File: config.mk
export PLATFORM = sky130hd
export DESIGN_NAME = conv_window_former
export DESIGN_NICKNAME = d
export VERILOG_FILES = /design/src/rtl/conv_window_former.sv
export SDC_FILE = /design/constraint.sdc
export NUM_CORES = 1
export LEC_CHECK = 0
export ABC_AREA = 1
export BUFFER_PORTS_ARGS = -buffer_cell sky130_fd_sc_hd__buf_2
export CELL_PAD_IN_SITES_DETAIL_PLACEMENT = 0
export CELL_PAD_IN_SITES_GLOBAL_PLACEMENT = 1
export CORE_AREA = 2 2 162 164
export CTS_CLUSTER_DIAMETER = 50
export DETAILED_ROUTE_END_ITERATION = 8
export DIE_AREA = 0 0 164 166
export PLACE_DENSITY_LB_ADDON = 0.1
export SLEW_MARGIN = 20
export SYNTH_ARGS = -nofsm -noshare
export SYNTH_HDL_FRONTEND = slang
export SYNTH_SLANG_ARGS = --single-unit
File: constraint.sdc
create_clock -name clk -period 1.8 [get_ports clk]
set_input_delay 0.36 -clock clk [delete_from_list [all_inputs] [get_ports clk]]
set_output_delay 0.36 -clock clk [all_outputs]
set_load 0.01 [all_outputs]
File: src/rtl/conv_window_former.sv
// 3x3 sliding-window former fed by the live pixel plus two line-delayed taps.
// Define CONV_WINDOW_STRIDE2_EN to emit only even-aligned (stride-2) windows.
module conv_window_former #(
    parameter int DATA_WIDTH = 16,
    parameter int IMG_WIDTH  = 8,
    parameter int IMG_HEIGHT = 8
) (
    input  logic                          clk,
    input  logic                          rstn,
    input  logic                          in_valid,
    input  logic                          sof,
    input  logic [DATA_WIDTH-1:0]         in_data,
    input  logic [DATA_WIDTH-1:0]         tap_r1,
    input  logic [DATA_WIDTH-1:0]         tap_r2,
    output logic                          win_valid,
    output logic [9*DATA_WIDTH-1:0]       win,
    output logic [$clog2(IMG_HEIGHT)-1:0] out_row,
    output logic [$clog2(IMG_WIDTH)-1:0]  out_col,
    output logic                          frame_done,
    output logic                          err,
    output logic                          busy
);
    localparam int RW = $clog2(IMG_HEIGHT);
    localparam int CW = $clog2(IMG_WIDTH);
    localparam logic [RW-1:0] ROW_LAST = RW'(IMG_HEIGHT - 1);
    localparam logic [CW-1:0] COL_LAST = CW'(IMG_WIDTH - 1);
    localparam logic [RW-1:0] ROW_TWO  = RW'(2);
    localparam logic [CW-1:0] COL_TWO  = CW'(2);

    typedef enum logic {IDLE, RUN} state_t;
    state_t state, state_nxt;

    logic [RW-1:0] row, pos_row;
    logic [CW-1:0] col, pos_col;
    logic accept, restart, violation, last_pix, win_ok;
    logic [9*DATA_WIDTH-1:0] wreg, wshift;

    always_ff @(posedge clk or negedge rstn) begin
        if (!rstn) state <= IDLE;
        else       state <= state_nxt;
    end

    always_comb begin
        state_nxt = state;
        unique case (state)
            IDLE: if (in_valid && sof) state_nxt = RUN;
            RUN:  if (!in_valid || last_pix) state_nxt = IDLE;
        endcase
    end

    // Inside a frame every cycle must carry a pixel; sof there restarts the frame.
    always_comb begin
        accept    = 1'b0;
        restart   = 1'b0;
        violation = 1'b0;
        unique case (state)
            IDLE: begin
                accept  = in_valid && sof;
                restart = in_valid && sof;
            end
            RUN: begin
                accept    = in_valid;
                restart   = in_valid && sof;
                violation = !in_valid || sof;
            end
        endcase
    end

    assign busy     = (state == RUN);
    assign pos_row  = restart ? '0 : row;
    assign pos_col  = restart ? '0 : col;
    assign last_pix = accept && (pos_row == ROW_LAST) && (pos_col == COL_LAST);

`ifdef CONV_WINDOW_STRIDE2_EN
    assign win_ok = accept && (pos_row >= ROW_TWO) && (pos_col >= COL_TWO)
                    && !pos_row[0] && !pos_col[0];
`else
    assign win_ok = accept && (pos_row >= ROW_TWO) && (pos_col >= COL_TWO);
`endif

    always_ff @(posedge clk or negedge rstn) begin
        if (!rstn) begin
            row <= '0;
            col <= '0;
        end else if (accept) begin
            if (last_pix) begin
                row <= '0;
                col <= '0;
            end else if (pos_col == COL_LAST) begin
                row <= pos_row + 1'b1;
                col <= '0;
            end else begin
                row <= pos_row;
                col <= pos_col + 1'b1;
            end
        end else if (state == RUN) begin
            row <= '0;
            col <= '0;
        end
    end

    always_comb begin
        wshift = wreg;
        for (int r = 0; r < 3; r++) begin
            wshift[(r*3)*DATA_WIDTH +: DATA_WIDTH]   = wreg[(r*3+1)*DATA_WIDTH +: DATA_WIDTH];
            wshift[(r*3+1)*DATA_WIDTH +: DATA_WIDTH] = wreg[(r*3+2)*DATA_WIDTH +: DATA_WIDTH];
        end
        wshift[2*DATA_WIDTH +: DATA_WIDTH] = tap_r2;
        wshift[5*DATA_WIDTH +: DATA_WIDTH] = tap_r1;
        wshift[8*DATA_WIDTH +: DATA_WIDTH] = in_data;
    end

    always_ff @(posedge clk or negedge rstn) begin
        if (!rstn) begin
            wreg       <= '0;
            win        <= '0;
            win_valid  <= 1'b0;
            out_row    <= '0;
            out_col    <= '0;
            frame_done <= 1'b0;
            err        <= 1'b0;
        end else begin
            win_valid  <= win_ok;
            frame_done <= last_pix;
            err        <= violation;
            if (accept) wreg <= wshift;
            if (win_ok) begin
                win     <= wshift;
                out_row <= pos_row - ROW_TWO;
                out_col <= pos_col - COL_TWO;
            end
        end
    end
endmodule

==> results of run 1 <==
## synthesized netlist by cell type
| cell type | n | area, um2 |
|---|---|---|
| a21oi_1 | 5 | 25.02 |
| ha_1 | 8 | 100.1 |
| buf_6 | 10 | 112.6 |
| nor2_1 | 3 | 11.26 |
| nand2_1 | 506 | 1899 |
| inv_1 | 37 | 138.9 |
| nand4_1 | 151 | 944.7 |
| inv_2 | 2 | 7.510 |
| o21ai_1 | 7 | 35.03 |
| o21ai_0 | 42 | 210.2 |
| buf_4 | 1 | 7.510 |
| nand3_1 | 4 | 20.02 |
| o22ai_1 | 1 | 6.260 |
| buf_1 | 3 | 11.26 |
| buf_2 | 47 | 235.2 |
| nand2_2 | 6 | 37.54 |
| dfrtp_1 | 256 | 6406 |
| nand3_2 | 1 | 10.01 |
| clkbuf_1 | 25 | 93.84 |
## routing by layer
metal	vias to the layer above	track usage [%]	wire length, um
met2	191	32.55	13020
li1	4122	-	-
met4	2	5.416	531
met3	43	5.345	1708
met1	4065	29.95	12860
met5	-	0	11
## metrics by stage
| step | instances | power, mW | util (%) | instance area (um2) | setup TNS (ns) |
|---|---|---|---|---|---|
| global route | 1702 | 16.29 | 52.39 | 13420 | 0 |
| floorplan | 1115 | 7.572 | - | 10310 | 0 |
| CTS | 1701 | 15.78 | 52.38 | 13420 | 0 |
| global placement | 1639 | 8.887 | 47.88 | 12270 | -2.604 |
| finish | 1702 | 15.54 | 52.39 | 13420 | 0 |
| detailed placement | 1639 | 8.914 | 47.88 | 12270 | -5.681 |
## flip-flops by register name (all words and copies together), names as in the netlist
signal      cells
win           144
wreg           96
col             3
out_col         3
out_row         3
row             3
busy            1
err             1
frame_done      1
win_valid       1
## area by class of cell
class	count	area, um2
fillers	2400	12200
flip-flops and latches	256	6406
multi-input cells	734	3331
repair buffers	276	1972
clock buffers	49	988.4
well taps	335	419.2
clock inverters	12	153.9
inverters	39	147.6
diodes	1	2.502
## power by group
part	internal, mW	leakage, nW	switching, mW
sequential	6.18	3.42	0.262
combinational	0.964	3.69	1.39
clock	4.26	0.552	2.49
total	11.4	7.66	4.14
## cell usage in the layout, fill, tap and decap left out, types with 3 or more instances in the layout
cell type,netlist,routed
nand4_1,151,151
inv_1,37,37
nand3_1,4,4
clkbuf_8,0,6
nand2_1,506,506
nand2_2,6,3
dfrtp_1,256,256
buf_4,1,38
o21ai_0,42,42
clkinv_2,0,4
nor2_1,3,3
bufinv_16,0,3
clkbuf_1,25,8
clkbuf_16,0,35
buf_12,0,32
ha_1,8,8
clkinvlp_4,0,3
a21oi_1,5,5
o21ai_1,7,7
buf_2,47,204
## logic make-up (layout without fill, tap and decap cells)
family                     count (synthesis)  after routing  synth area share, %
and+or+nand+nor                          671            671                28.34
DFF                                      256            256                62.12
buffers and inverters                    125            376                5.885
AOI/OAI and AO/OA                         55             55                2.681
adders and majority gates                  8              8               0.9707
other                                      0              1                    0
## path summary, 6_finish.rpt
check	end	slack, ns	cells past startpoint
max in group asynchronous	wreg[112]$_DFFE_PN0P_	0.82	3
min reg2reg	win[4]$_DFFE_PN0P_	0.46	2
max reg2reg	win[29]$_DFFE_PN0P_	0.20	9
min in group asynchronous	win[7]$_DFFE_PN0P_	0.34	2
max	win[29]$_DFFE_PN0P_	0.20	9
min	wreg[84]$_DFFE_PN0P_	0.08	3
## tightest hold or removal path, stage by stage
cell     delay, ns
buf_2         0.09
nand2_1       0.05
nand2_1       0.05
## timing repair
| action | CTS | global route |
|---|---|---|
| endpoints found under the setup margin | 0 | 0 |
| hold buffers | 1 | 0 |
| hold endpoints to repair | 27 | 0 |
| buffers inserted | 0 | 0 |
==> metrics, run 1 <==
status=complete, no violations; IO buf count=205; dpl ws=-0.06465 ns; DR WL/cell=approximately 17 um; Final HPWL DP=18630 um; # setup viols final=0; final slew viol count=0; global route overflow=0; min Tclk post-route=~1.6 ns; Cell Area, Synth=~10000 um2; total wire length=28130 um; Seq/Total Area, Yosys=62.12%; CP cell instances=nand2_1 > inv_1 > ha_1 > nand2_1 > nand2_4 > nand3_4 > buf_12 > nand2_1 > nand2_1; Hold WS=0.08451 ns; Clock Tree Buf Depth=3; WP buf/inv=2; most used cell, CP=nand2_1; Mapped Cells=1115; Core Region=25620 um2; IO Count=slightly above 200; Initial Util=40.26%; initial antenna violation count=2; LEAKAGE=7.663 nW; clk sinks=roughly 260; final hold violation count=0; cell family with most CP delay=simple AND/OR/NAND/NOR gates; clk_skew=between 0.015 and 0.02 ns; DRT Pass-1 Iters=4; CP Data Required Time=2.24 ns; Die Wd=164 um; CP startpoint kind=flop; synth warn=0; post-synth cell types=19; Achievable Freq=0.6252 GHz; overall global routing resource usage=21.13%; MaxCap Viol Count=0; Worst Setup SP=row[1]$_DFFE_PN0P_; layout net count=between 1000 and 1500; via count=8423; Syn Area/Cell=9.249 um2; Slowest Stage Delay on Critical Path=between 0.3 and 0.4 ns; routability cong.=0.7854; Worst-path clk slew=~0.060 ns; worst-skew pair later-pin latency=0.50 ns; via/cell ratio=4.949; worst slew pin tran=0.3368 ns; maximum vdd drop=622.3 uV; Crit. End Element=flop; slowest stage cell, crit path=dfrtp_1; number of gates resized after CTS=0; CP Class=reg -> reg; largest net degree at the start of global routing=72; worst-path maximum fanout=50; fin crit share=88.86%; DRT iter0 DRCs=between 400 and 500; DIE AREA=between 20000 and 30000 um2; Area Growth Syn to Fin=30.14%; antenna viol nets, final=0; Hold Path Class=in -> reg; Core Rows=59; flops & latches, synth=256; first-pass GRT wire length=46070 um; RSZ-0062 raised after global routing=no; max_slew headroom=77.55%; Synthesized Nets=1175; DRC=0; TritonCTS clock tree=yes; WP data arrival=between 2 and 2.5 ns; TritonCTS buffer count=34; share of cells above drive strength 1=about a quarter; vias in the first global route=8393; final setup margin=around 0.20 ns; P per Cell Area=roughly 1200 nW/um2; Root Driver=clkbuf_16; H-Tree Depth=2; chip height=approximately 170 um; worst reg2reg startpoint=row[1]$_DFFE_PN0P_; min-delay src=tap_r1[4]
No activity file was read; power rests on OpenSTA's default activity.
==> run 2: changes to the inputs <==
--- a/config.mk
+++ b/config.mk
@@ -9,10 +9,10 @@
 export BUFFER_PORTS_ARGS = -buffer_cell sky130_fd_sc_hd__buf_2
 export CELL_PAD_IN_SITES_DETAIL_PLACEMENT = 0
 export CELL_PAD_IN_SITES_GLOBAL_PLACEMENT = 1
-export CORE_AREA = 2 2 162 164
+export CORE_AREA = 2 2 135 202
 export CTS_CLUSTER_DIAMETER = 50
 export DETAILED_ROUTE_END_ITERATION = 8
-export DIE_AREA = 0 0 164 166
+export DIE_AREA = 0 0 137 204
 export PLACE_DENSITY_LB_ADDON = 0.1
 export SLEW_MARGIN = 20
 export SYNTH_ARGS = -nofsm -noshare
==> metrics, run 2 (synthesized netlist as in run 1, its figures left out) <==
status=complete, no violations (unchanged); Root Driver=clkbuf_16 (unchanged); Clock Tree Buf Depth=3 (unchanged); LEAKAGE=7.528 nW (was 7.663 nW); DIE AREA=27950 um2 (was 27220 um2); # setup viols final=0 (unchanged); WP data arrival=2.12 ns (was 2.04 ns); vias in the first global route=8493 (was 8393); chip height=204 um (was 166 um); TritonCTS buffer count=27 (was 34); Core Rows=73 (was 59); CP cell instances=nand2_1 > inv_1 > ha_1 > nand2_2 > nand2_8 > nand3_4 > buf_12 > nand2_1 > nand2_1 (was nand2_1 > inv_1 > ha_1 > nand2_1 > nand2_4 > nand3_4 > buf_12 > nand2_1 > nand2_1); clk sinks=256 (unchanged); via count=8358 (was 8423); total wire length=27950 um (was 28130 um); area of the multi-input gates=3342 um2 (was 3331 um2); CP Class=reg -> reg (unchanged); max_slew headroom=65.49% (was 77.55%); routability cong.=0.7625 (was 0.7854); DR WL/cell=16.61 um (was 16.53 um); Die Wd=137 um (was 164 um); worst slew pin tran=0.5177 ns (was 0.3368 ns); final hold violation count=0 (unchanged); placed cells=1633 (was 1639); commonest cells after routing, fill and taps aside=nand2_1, dfrtp_1, buf_2 (unchanged); P per Cell Area=1097 nW/um2 (was 1158 nW/um2); min Tclk post-route=1.653 ns (was 1.600 ns); H-Tree Depth=1 (was 2); worst-path maximum fanout=46 (was 50); RSZ-0062 raised after global routing=no (unchanged); first-pass GRT wire length=45940 um (was 46070 um); CP Data Required Time=2.26 ns (was 2.24 ns); fin cells=1683 (was 1702); FF/Latch Area=6406 um2 (unchanged); filler instances=2614 (was 2400); MaxCap Viol Count=0 (unchanged); overall global routing resource usage=20.61% (was 21.13%); DRC=0 (unchanged); DRT iter0 DRCs=400 (was 494); TritonCTS clock tree=yes (unchanged); most common cell after layout, fill and taps aside=nand2_1 (unchanged); WP buf/inv=2 (unchanged); DRT Pass-1 Iters=5 (was 4); worst-skew pair later-pin latency=0.54 ns (was 0.50 ns); CP startpoint kind=flop (unchanged); largest net degree at the start of global routing=55 (was 72); Crit. End Element=flop (unchanged); Hold WS=0.04095 ns (was 0.08451 ns); initial antenna violation count=0 (was 2); Regs by FF count=win: 144 flops, wreg: 96 flops (unchanged); Hold Path Class=in -> reg (unchanged); final slew viol count=0 (unchanged); IO Count=206 (unchanged); fin crit share=91.82% (was 88.86%); Final HPWL DP=19120 um (was 18630 um); antenna cell count=0 (was 1); global route overflow=0 (unchanged); register with the most flip-flops=win (unchanged); antenna viol nets, final=0 (unchanged); clk_skew=0.02242 ns (was 0.01936 ns); Achievable Freq=0.6051 GHz (was 0.6252 GHz); cell family with most CP delay=simple AND/OR/NAND/NOR gates (unchanged); Largest register FFs=144 (unchanged); maximum vdd drop=806.9 uV (was 622.3 uV); via/cell ratio=4.966 (was 4.949); layout net count=1386 (was 1401); slowest stage cell, crit path=dfrtp_1 (unchanged); most used cell, CP=nand2_1 (unchanged); Initial Util=39.20% (was 40.26%); Core Region=26310 um2 (was 25620 um2); Area Growth Syn to Fin=27.34% (was 30.14%); Slowest Stage Delay on Critical Path=0.37 ns (was 0.35 ns); IO buf count=205 (unchanged); share of cells above drive strength 1=24.15% (was 24.67%); Worst-path clk slew=0.07 ns (was 0.06 ns)
## run 2: cell types whose count changed in the layout (fill, tap and decap cells not counted), sizes merged
| cell | delta |
|---|---|
| clkbuf | -16 |
| buf | -8 |
| clkinv | +5 |
| clkinvlp | -1 |
| diode | -1 |
## run 2: report_power, final
| group | internal [mW] | switching (mW) | leakage, nW |
|---|---|---|---|
| logic | 0.859 | 1.37 | 3.65 |
| clock network | 3.40 | 2.35 | 0.457 |
| registers | 6.17 | 0.253 | 3.42 |
## run 2: routing by layer
metal  GRT usage [%]  routed length (um)  vias up
met3           3.695                1402       43
met2           35.13               13960      185
met1           26.62               11910     4047
li1                -                   -     4083
met5               0                   0        -
met4           6.112                 682        0
## run 2: metrics by stage
stage	area, um2	worst slack (ns)	total power, mW	utilization, %	setup TNS, ns
after floorplan	10310	0.1497	7.572	-	0
after detailed placement	12190	-0.1207	8.803	46.35	-8.805
after global routing	13130	0.03501	15.12	49.92	0
after CTS	13130	0.07680	14.63	49.90	0
final	13130	0.1473	14.40	49.92	0
after global placement	12190	-0.06240	8.782	46.35	-2.486
## run 2: path summary, 6_finish.rpt
kind | slack, ns | start | cells past startpoint | to
worst max-delay path | 0.15 | row[1]$_DFFE_PN0P_ | 9 | win[42]$_DFFE_PN0P_
max in group asynchronous | 0.83 | rstn | 3 | wreg[31]$_DFFE_PN0P_
worst min register to register | 0.46 | out_col[2]$_DFFE_PN0P_ | 2 | out_col[2]$_DFFE_PN0P_
worst max register to register | 0.15 | row[1]$_DFFE_PN0P_ | 9 | win[42]$_DFFE_PN0P_
min in group asynchronous | 0.35 | rstn | 2 | out_row[2]$_DFFE_PN0P_
worst min-delay path | 0.04 | in_data[9] | 3 | wreg[137]$_DFFE_PN0P_
## run 2: what timing repair did
item / 4_1_cts / 5_1_grt
setup endpoints to repair: 0 / 30
gates resized for setup: 0 / 2
hold buffers: 1 / 0
endpoints found under the hold margin: 45 / 0
setup buffers: 0 / 0
## run 2: layout make-up
class                      count  share of cell area [%]
inverter                      39                   1.124
timing repair buffer         268                   14.40
clock inverter                16                   1.334
sequential                   256                   48.79
tap                          337                   3.211
multi-input combinational    734                   25.45
clock buffer                  33                   5.698
## run 2: tightest hold or removal path: cells and delay by family
kind / cells / cell delay (ns)
simple gates: 2 / 0.10
buf+inv: 1 / 0.09
